==> src/rtl/mac_operand_sequencer.sv <==
// mac_operand_sequencer: assembles B/A operand packets from a word stream and sequences MAC issues
module mac_operand_sequencer #(
  parameter int MIN_WIDTH  = 8,
  parameter int ACC_WIDTH  = 32,
  parameter int CONF_WIDTH = 3,
  parameter int CNT_WIDTH  = 8
) (
  input  logic                            clk,
  input  logic                            rst,
  input  logic                            start,
  input  logic [1:0]                      mode,
  input  logic                            acc_sel,
  input  logic [ACC_WIDTH-1:0]            init_val,
  input  logic [CNT_WIDTH-1:0]            op_count,
  input  logic                            in_valid,
  input  logic [MIN_WIDTH-1:0]            in_data,
  output logic                            in_ready,
  output logic                            mac_en,
  output logic [MIN_WIDTH-1:0]            mac_B1,
  output logic [MIN_WIDTH-1:0]            mac_A0,
  output logic [MIN_WIDTH-1:0]            mac_A1,
  output logic [MIN_WIDTH-1:0]            mac_A2,
  output logic [MIN_WIDTH-1:0]            mac_A3,
  output logic [ACC_WIDTH+CONF_WIDTH-1:0] mac_cfg,
  output logic                            res_valid,
  output logic                            res_last,
  output logic                            busy,
  output logic                            done,
  output logic                            err
);
  typedef enum logic [1:0] {IDLE, LOAD_B, LOAD_A, ISSUE} state_t;
  state_t               state;
  logic [CNT_WIDTH-1:0] cnt;
  logic [1:0]           idx;
  logic [MIN_WIDTH-1:0] a [4];
  logic [1:0]           mode_r;
  logic                 xfer, last_a, final_op;
  assign mode_r   = mac_cfg[1:0];
  assign in_ready = state == LOAD_B || state == LOAD_A;
  assign busy     = state != IDLE;
  assign mac_en   = state == ISSUE;
  assign xfer     = in_valid && in_ready;
  assign final_op = cnt == CNT_WIDTH'(1);
  assign last_a   = mode_r == 2'b00 || (mode_r == 2'b01 ? idx == 2'd1 : idx == 2'd3);
  // Operands outside the current width mode read as zero even if stale data sits in them
  assign mac_A0   = mode_r == 2'b00 ? '0 : a[0];
  assign mac_A1   = a[1];
  assign mac_A2   = mode_r[1] ? a[2] : '0;
  assign mac_A3   = mode_r[1] ? a[3] : '0;
  always_ff @(posedge clk) begin
    if (!rst) begin
      state     <= IDLE;
      cnt       <= '0;
      idx       <= '0;
      mac_B1    <= '0;
      mac_cfg   <= '0;
      res_valid <= 1'b0;
      res_last  <= 1'b0;
      done      <= 1'b0;
      err       <= 1'b0;
      for (int i = 0; i < 4; i++) a[i] <= '0;
    end else begin
      err       <= 1'b0;
      done      <= 1'b0;
      res_valid <= mac_en;
      res_last  <= mac_en && final_op;
      case (state)
        IDLE: if (start) begin
          if (mode == 2'b11) err <= 1'b1;
          else begin
            mac_cfg <= {init_val, acc_sel, mode};
            if (op_count == '0) done <= 1'b1;
            else begin
              cnt   <= op_count;
              state <= LOAD_B;
            end
          end
        end
        LOAD_B: if (xfer) begin
          mac_B1 <= in_data;
          idx    <= '0;
          state  <= LOAD_A;
        end
        LOAD_A: if (xfer) begin
          a[mode_r == 2'b00 ? 2'd1 : idx] <= in_data;
          idx <= idx + 2'd1;
          if (last_a) state <= ISSUE;
        end
        ISSUE: begin
          cnt   <= cnt - CNT_WIDTH'(1);
          state <= final_op ? IDLE : LOAD_B;
          if (final_op) done <= 1'b1;
        end
      endcase
    end
  end
endmodule

==> config.mk <==
export PLATFORM = sky130hd
export DESIGN_NAME = mac_operand_sequencer
export DESIGN_NICKNAME = d
export VERILOG_FILES = /design/src/rtl/mac_operand_sequencer.sv
export SDC_FILE = /design/constraint.sdc
export NUM_CORES = 1
export LEC_CHECK = 0
export ABC_CLOCK_PERIOD_IN_PS = 2400
export CORE_UTILIZATION = 45
export DETAILED_ROUTE_END_ITERATION = 8
export PLACE_DENSITY = 0.82
export REMOVE_ABC_BUFFERS = 1
export SYNTH_ARGS = -nofsm -noshare
export SYNTH_HDL_FRONTEND = slang
export SYNTH_SLANG_ARGS = --single-unit
==> constraint.sdc <==
create_clock -name clk -period 2.4 [get_ports clk]
set_input_delay 0.48 -clock clk [delete_from_list [all_inputs] [get_ports clk]]
set_output_delay 0.48 -clock clk [all_outputs]
set_load 0.02 [all_outputs]
==> impl_metrics.env, run 1 <==
export IMPL_mostFrequentLayoutCells="134 x clkdlybuf4s50_1, 83 x nand2_1, 59 x dfxtp_1"
export IMPL_path_class="flip-flop to primary output"
export IMPL_holdPathEnd="mac_cfg[7]"
export IMPL_ys_ff_latch=91
export IMPL_die_x_um=94.4
export IMPL_area_delta_synth_final_pct=46.0
export IMPL_antenna_found_initial=0
export IMPL_max_cap_violations=0
export IMPL_slowest_delay_ns=0.65
export IMPL_leakage_nw=2.16
export IMPL_port_buffers=136
export IMPL_drtIter0Drc=128
export IMPL_drc=0
export IMPL_finalMaxSlewViolations=0
export IMPL_chipHeight_um=94.4
export IMPL_ant_nets=0
export IMPL_worstSkewPairLatency_ns=0.35
export IMPL_wirelength_mm=9.39
export IMPL_r2r_setup_slack_ns=0.40
export IMPL_crit_chain="ha_2, clkdlybuf4s50_1"
export IMPL_drive_gt1_share_pct=6.34
export IMPL_min_path_cells=2
export IMPL_syn_area_per_cell_um2=9.42
export IMPL_fmax_ghz=0.451
export IMPL_grt_setup_unrepaired="no"
export IMPL_tritoncts="built"
export IMPL_initial_core_util_pct=46.6
export IMPL_grt_usage_pct=21.3
export IMPL_layoutNonFillerInstCount=657
export IMPL_r2r_start="state[0]"
export IMPL_post_cts_setup_buffer_count=0
export IMPL_yosys_warnings=0
export IMPL_setup_tns_final_ns=0
export IMPL_synth_area_um2=3840
export IMPL_crit_required_ns=1.92
export IMPL_clk_pin_slew_ns=0.09
export IMPL_vias_per_cell=5.06
export IMPL_crit_fanout=10
export IMPL_crit_path_start_kind="flip-flop"
export IMPL_critPathSlowestCell="clkdlybuf4s50_1"
export IMPL_hp_class="flip-flop to flip-flop"
export IMPL_synthCells=408
export IMPL_cts_root_buffer="clkbuf_8"
export IMPL_grt_ovfl_total=0
export IMPL_hold_viol=0
export IMPL_arrival_ns=1.74
export IMPL_cts_buffers=9
export IMPL_r2r_end="cnt[3]"
export IMPL_num_rows=33
export IMPL_drtPass1Iterations=4
export IMPL_min_period_ns=2.22
export IMPL_worst_ir_drop_vdd_v=0.000457
export IMPL_setup_viol=0
export IMPL_synth_distinct_cells=40
export IMPL_grt_pass1_wl_mm=14.6
export IMPL_dp_cells=641
export IMPL_antenna_cells=0
export IMPL_gp_congestion=0.900
export IMPL_clock_sinks=91
export IMPL_clockBufferDepth=2
export IMPL_tightest_slew_ns=0.510
export IMPL_p_per_area_nw_per_um2=780
export IMPL_io_pins=137
export IMPL_dp_hpwl_mm=7.01
export IMPL_h_tree_depth=3
export IMPL_finalCritPeriodShare_pct=92.4
export IMPL_reg2reg_depth=7
export IMPL_die_area_um2=8920
export IMPL_status="finished clean"
export IMPL_final_common_cell="clkdlybuf4s50_1"
export IMPL_wl_per_cell_um=14.3
export IMPL_hold_start="mac_cfg[7]"
export IMPL_grt_max_degree=35
export IMPL_slew_limit_headroom_pct=65.5
export IMPL_ys_seq_area_share_pct=55.7
export IMPL_cp_end_kind="primary output"
export IMPL_nets=608
export IMPL_core_area_um2=8260
export IMPL_finalClockSkew_ns=0.00782
export IMPL_via_count=3326
export IMPL_grt_pass1_vias=3058
[layer usage]
layer  wire length [um]  GRT usage (%)
met5                  0              0
met4                 81           6.15
met3                819           7.65
met2               4440           34.9
met1               4050           26.3
[power breakdown]
| part | total [mW] | leakage [nW] | internal, mW | switching [mW] |
|---|---|---|---|---|
| logic | 1.35 | 1.22 | 0.584 | 0.762 |
| clock network | 1.19 | 0.126 | 0.671 | 0.522 |
| registers | 1.84 | 0.812 | 1.75 | 0.0910 |
| total | 4.38 | 2.16 | 3.01 | 1.38 |
[flip-flops by register name, summed over array words and instances (netlist names)]
| signal | cells |
|---|---|
| res_last | 1 |
| idx | 2 |
| a | 32 |
| res_valid | 1 |
| err | 1 |
| done | 1 |
| mac_cfg | 35 |
| state | 2 |
| cnt | 8 |
| mac_B1 | 8 |
[timing repair]
item | in CTS | in global routing
gates resized for setup | 1 | 2
setup endpoints to repair | 1 | 2
hold buffers | 0 | 0
[cell type report]
type	instances	area, um^2
multi-input cells	286	1580
flip-flops and latches	91	2140
clock inverters	4	50.0
well taps	105	131
repair buffers	149	1470
inverters	10	37.5
fillers	631	2640
clock buffers	12	199
[kinds of logic (layout without fill, tap and decap cells)]
| logic type | count (synthesis) | in the layout | share of synthesized area (%) |
|---|---|---|---|
| buf+inv | 31 | 175 | 3.19 |
| flops | 91 | 91 | 55.7 |
| simple gates | 197 | 197 | 25.0 |
| mux | 10 | 10 | 2.60 |
| fa+ha+maj | 6 | 6 | 1.95 |
| compound gates | 73 | 73 | 11.5 |
[worst max-delay path: cells and delay by family (launching register included)]
| family | cells | cell delay [ns] |
|---|---|---|
| buf+inv | 1 | 0.65 |
| fa+ha+maj | 1 | 0.33 |
| flops | 1 | 0.41 |
[through the flow]
step	util [%]	power [mW]	setup WS (ns)	instance area [um^2]	hold slack [ns]
floorplan	-	2.61	0.267	3760	0.445
global placement	64.9	3.19	0.285	5360	0.441
detailed placement	64.9	3.23	0.239	5360	0.448
CTS	67.9	4.41	0.0412	5610	0.460
global route	68.0	4.60	0.0908	5620	0.475
finish	68.0	4.38	0.183	5620	0.458
[Yosys cell counts, drive strengths merged]
| cell type | n | area, um^2 |
|---|---|---|
| o32ai | 3 | 26.3 |
| and3 | 2 | 12.5 |
| a22o | 1 | 8.76 |
| inv | 10 | 37.5 |
| a22oi | 2 | 15.0 |
| nor4 | 3 | 18.8 |
| and2 | 50 | 313 |
| nor3b | 1 | 7.51 |
| nor4b | 2 | 23.8 |
| ha | 6 | 75.1 |
| nand3b | 1 | 7.51 |
| edfxtp | 32 | 961 |
| a21o | 1 | 7.51 |
| nor3 | 5 | 25.0 |
| nand2 | 84 | 318 |
| or3 | 2 | 12.5 |
| a211o | 1 | 8.76 |
| a21boi | 2 | 15.0 |
| nor2b | 12 | 75.1 |
| clkbuf | 18 | 67.6 |
| nand2b | 3 | 18.8 |
| nand4 | 2 | 12.5 |
| dfxtp | 59 | 1180 |
| o21ai | 10 | 50.1 |
| nand3 | 4 | 20.0 |
| nor2 | 26 | 97.6 |
| a21oi | 46 | 253 |
| o31ai | 1 | 7.51 |
| buf | 3 | 17.5 |
| o22ai | 2 | 12.5 |
| mux2i | 10 | 100 |
| o2111a | 1 | 11.3 |
| o211ai | 1 | 7.51 |
| o221ai | 1 | 8.76 |
| o221a | 1 | 11.3 |
[worst max-delay path by stage]
| stage | depth (start not counted) | slack [ns] | to | start |
|---|---|---|---|---|
| 5_1_grt | 4 | 0.09 | mac_A0[1] | mac_cfg[0] |
| 4_1_cts | 4 | 0.04 | busy | state[0] |
| 3_5_place_dp | 4 | 0.24 | a[2][4] | rst |
| 3_3_place_gp | 4 | 0.28 | a[2][4] | rst |
| 2_1_floorplan | 3 | 0.27 | a[0][0] | mac_cfg[1] |
| 6_report | 2 | 0.18 | mac_en | state[0] |
Power figures use the tool's default switching activity.
==> run 2: changes to the inputs <==
- CORE_ASPECT_RATIO: default -> 0.7
- CTS_CLUSTER_DIAMETER: default -> 100
==> impl_metrics.env, run 2 (synthesis gave the netlist of run 1 again) <==
export IMPL_fin_ws_ns=0.114
export IMPL_finalMaxSlewViolations=0
export IMPL_nets=608
export IMPL_crit_path_start_kind="flip-flop"
export IMPL_fmax_ghz=0.437
export IMPL_crit_fanout=8
export IMPL_critPathSlowestCell="clkdlybuf4s50_1"
export IMPL_finalCritPeriodShare_pct=95.2
export IMPL_num_rows=27
export IMPL_core_area_um2=8070
export IMPL_min_period_ns=2.29
export IMPL_placed_area_um2=5360
export IMPL_mostFrequentLayoutCells="135 x clkdlybuf4s50_1, 83 x nand2_1, 59 x dfxtp_1"
export IMPL_worstSkewPairLatency_ns=0.33
export IMPL_via_count=3314
export IMPL_cts_buffers=9
export IMPL_tightest_slew_ns=0.628
export IMPL_clk_pin_slew_ns=0.06
export IMPL_die_x_um=112
export IMPL_grt_setup_unrepaired="no"
export IMPL_worst_ir_drop_vdd_v=0.000442
export IMPL_slowest_delay_ns=0.68
export IMPL_busiest_layer="met2"
export IMPL_gp_congestion=0.855
export IMPL_tritoncts="built"
export IMPL_wirelength_mm=9.56
export IMPL_initial_core_util_pct=47.6
export IMPL_leakage_nw=2.16
export IMPL_wl_per_cell_um=14.6
export IMPL_fin_util_pct=69.8
export IMPL_grt_max_degree=35
export IMPL_io_pins=137
export IMPL_design_area_um2=5640
export IMPL_chipHeight_um=79.3
export IMPL_drc=0
export IMPL_setup_tns_final_ns=0
export IMPL_drive_gt1_share_pct=6.34
export IMPL_port_buffers=136
export IMPL_crit_required_ns=1.92
export IMPL_regMostFlops="mac_cfg"
export IMPL_use_met1_pct=28.0
export IMPL_antenna_cells=0
export IMPL_antenna_found_initial=0
export IMPL_final_common_cell="clkdlybuf4s50_1"
export IMPL_grt_usage_pct=22.0
export IMPL_critPathTopFamily="buffers and inverters"
export IMPL_hp_class="flip-flop to flip-flop"
export IMPL_dp_hpwl_mm=7.08
export IMPL_r2r_setup_slack_ns=0.39
export IMPL_vias_per_cell=5.08
export IMPL_ant_nets=0
export IMPL_path_class="flip-flop to primary output"
export IMPL_h_tree_depth=3
export IMPL_largest_reg_flops=35
export IMPL_cp_end_kind="primary output"
export IMPL_hold_viol=0
export IMPL_clockBufferDepth=2
export IMPL_finalPower_mw=4.49
export IMPL_drtIter0Drc=158
export IMPL_p_per_area_nw_per_um2=796
export IMPL_max_cap_violations=0
export IMPL_arrival_ns=1.81
export IMPL_status="finished clean"
export IMPL_gr_usage_met3_pct=5.04
export IMPL_crit_chain="ha_1, clkdlybuf4s50_1"
export IMPL_grt_pass1_vias=3117
export IMPL_cts_hold_buf=0
export IMPL_setup_viol=0
export IMPL_top_regs="mac_cfg: 35 flops, a: 32 flops"
export IMPL_dp_slack_ns=0.190
export IMPL_cts_root_buffer="clkbuf_16"
export IMPL_clock_sinks=91
export IMPL_path_buf_inv=1
export IMPL_die_area_um2=8920
export IMPL_slew_limit_headroom_pct=58.1
export IMPL_drtPass1Iterations=5
export IMPL_grt_pass1_wl_mm=15.2
export IMPL_grt_ovfl_total=0
export IMPL_grt_use_met2_pct=37.8
export IMPL_finalClockSkew_ns=0.00471
export IMPL_area_delta_synth_final_pct=46.6
run 2: cell types whose count changed in the layout (fill, tap and decap cells not counted), sizes merged:
| cell | change |
|---|---|
| inv | +1 |
| clkinv | +2 |
| clkinvlp | -1 |
| bufinv | -1 |
| clkdlybuf4s50 | +1 |
| clkbuf | -1 |
| dlymetal6s2s | -1 |
run 2: worst reg2reg max path, cell delays in order (launching register included):
cell      delay (ns)
dfxtp_1         0.35
inv_1           0.12
ha_1            0.32
nand3_1         0.20
nor4_1          0.30
nand2b_1        0.39
run 2: per-stage QoR:
step | instances | hold slack, ns
after floorplan | 387 | 0.445
after global placement | 637 | 0.441
after detailed placement | 637 | 0.446
after CTS | 653 | 0.455
after global routing | 653 | 0.468
final | 653 | 0.453
run 2: path summary, 6_finish.rpt:
| check | from | end | depth (start not counted) |
|---|---|---|---|
| max | state[1] | mac_en | 2 |
| min | mac_cfg[21] | mac_cfg[21] | 2 |
| max reg2reg | state[0] | a[0][5] | 5 |
| min reg2reg | mac_cfg[21] | mac_cfg[21] | 2 |
run 2: power by group:
group | total (mW) | internal, mW | leakage (nW) | switching [mW]
combinational | 1.34 | 0.587 | 1.21 | 0.750
sequential | 1.85 | 1.75 | 0.812 | 0.0924
clock | 1.31 | 0.735 | 0.141 | 0.570
total | 4.49 | 3.07 | 2.16 | 1.41
run 2: final cells by class:
| type | instances | area [um^2] |
|---|---|---|
| inverter | 10 | 37.5 |
| fill | 646 | 2440 |
| tap | 101 | 126 |
| timing repair buffer | 149 | 1470 |
| clock inverter | 5 | 35.0 |
| sequential | 91 | 2140 |
| clock buffer | 11 | 243 |
| multi-input combinational | 286 | 1580 |
run 2: metal layers:
| layer | share of wire, % | routed length [um] |
|---|---|---|
| met5 | 0 | 0 |
| met1 | 45 | 4330 |
| met2 | 47 | 4520 |
| met3 | 6.5 | 625 |
| met4 | 0.86 | 82 |
run 2: what timing repair did:
action                     4_1_cts  5_1_grt
gates cloned                     0        0
setup buffers                    0        0
setup endpoints to repair        1        7
gates resized for setup          1        1
==> run 3: changes to the inputs <==
- REMOVE_ABC_BUFFERS: 1 -> default
- SLEW_MARGIN: default -> 10
==> impl_metrics.env, run 3 (synthesis gave the netlist of run 1 again) <==
export IMPL_grt_usage_pct=22.0
export IMPL_tritoncts="built"
export IMPL_antenna_found_initial=0
export IMPL_drtPass1Iterations=4
export IMPL_grt_max_degree=35
export IMPL_mostFrequentLayoutCells="136 x clkdlybuf4s50_1, 83 x nand2_1, 59 x dfxtp_1"
export IMPL_area_delta_synth_final_pct=47.0
export IMPL_arrival_ns=1.81
export IMPL_hold_viol=0
export IMPL_finalCritPeriodShare_pct=95.4
export IMPL_status="finished clean"
export IMPL_port_buffers=136
export IMPL_h_tree_depth=3
export IMPL_r2r_start="state[1]"
export IMPL_antenna_cells=0
export IMPL_chipHeight_um=79.3
export IMPL_drc=0
export IMPL_path_class="flip-flop to primary output"
export IMPL_regMostFlops="mac_cfg"
export IMPL_post_cts_setup_buffer_count=0
export IMPL_slew_limit_headroom_pct=61.3
export IMPL_setup_tns_final_ns=0
export IMPL_grt_pass1_vias=3138
export IMPL_fmax_ghz=0.437
export IMPL_finalMaxSlewViolations=0
export IMPL_clock_sinks=91
export IMPL_num_rows=27
export IMPL_wl_per_cell_um=15.0
export IMPL_cts_buffers=9
export IMPL_crit_fanout=6
export IMPL_leakage_nw=2.17
export IMPL_final_common_cell="clkdlybuf4s50_1"
export IMPL_grt_ovfl_total=0
export IMPL_crit_path_start_kind="flip-flop"
export IMPL_vias_per_cell=5.15
export IMPL_min_period_ns=2.29
export IMPL_tightest_slew_ns=0.572
export IMPL_finalClockSkew_ns=0.00549
export IMPL_io_pins=137
export IMPL_wirelength_mm=9.80
export IMPL_die_x_um=112
export IMPL_dp_hpwl_mm=7.37
export IMPL_top_regs="mac_cfg: 35 flops, a: 32 flops"
export IMPL_hp_class="flip-flop to flip-flop"
export IMPL_crit_required_ns=1.92
export IMPL_die_area_um2=8920
export IMPL_setup_viol=0
export IMPL_max_cap_violations=0
export IMPL_largest_reg_flops=35
export IMPL_hold_start="mac_cfg[33]"
export IMPL_p_per_area_nw_per_um2=810
export IMPL_synth_nets=469
export IMPL_clockBufferDepth=2
export IMPL_ant_nets=0
export IMPL_gp_congestion=0.861
export IMPL_core_area_um2=8070
export IMPL_cp_startpoint="state[0]"
export IMPL_via_count=3373
export IMPL_post_cts_resized=0
export IMPL_cts_root_buffer="clkbuf_16"
export IMPL_clk_pin_slew_ns=0.06
export IMPL_drive_gt1_share_pct=6.14
export IMPL_drtIter0Drc=197
export IMPL_nets=610
export IMPL_grt_pass1_wl_mm=15.3
export IMPL_worst_ir_drop_vdd_v=0.000525
export IMPL_initial_core_util_pct=47.6
export IMPL_grt_setup_unrepaired="no"
export IMPL_cts_hold_buf=0
export IMPL_worstSkewPairLatency_ns=0.33
export IMPL_whs_ns=0.452
export IMPL_nFillCells=593
export IMPL_cp_end_kind="primary output"
==> run 3: power by group <==
part | leakage [nW] | internal [mW] | switching (mW)
Clock | 0.144 | 0.833 | 0.529
Combinational | 1.21 | 0.602 | 0.770
Sequential | 0.812 | 1.75 | 0.0907
Total | 2.17 | 3.19 | 1.39
==> run 3: final timing paths <==
| kind | endpoint | slack (ns) | cells past startpoint |
|---|---|---|---|
| worst min register to register | mac_cfg[33] | 0.45 | 2 |
| worst max-delay path | busy | 0.11 | 4 |
| worst max register to register | cnt[7] | 0.40 | 7 |
| worst min-delay path | mac_cfg[33] | 0.45 | 2 |
==> run 3: area by class of cell <==
type	instances	area, um^2	area share, %
tap	101	126	2.24
multi-input combinational	286	1580	28.0
timing repair buffer	151	1470	26.1
inverter	10	37.5	0.664
sequential	91	2140	37.9
clock inverter	3	40.0	0.709
clock buffer	13	250	4.43
==> run 3: critical path, cell delays in order, from the launching register on <==
cell,delay [ns]
dfxtp_1,0.39
inv_1,0.10
ha_1,0.30
inv_1,0.09
clkdlybuf4s50_1,0.61
==> run 3: per-layer routing <==
metal	share of wire (%)	wire, um	up-vias	global-route usage [%]
met5	0	0	-	0
met4	1.2	116	0	5.60
met3	4.5	444	11	5.11
met2	46	4520	105	35.8
met1	48	4730	1602	29.7
li1	-	-	1655	-
==> run 3: stage by stage <==
| stage | power (mW) | std cells | instance area (um^2) | utilization [%] | setup slack, ns |
|---|---|---|---|---|---|
| floorplan | 2.65 | 408 | 3840 | - | 0.424 |
| global placement | 3.19 | 639 | 5360 | 66.4 | 0.253 |
| CTS | 4.60 | 655 | 5650 | 70.0 | 0.102 |
| finish | 4.58 | 655 | 5650 | 70.0 | 0.111 |
| global route | 4.80 | 655 | 5650 | 70.0 | 0.0266 |
| detailed placement | 3.24 | 639 | 5360 | 66.4 | 0.160 |
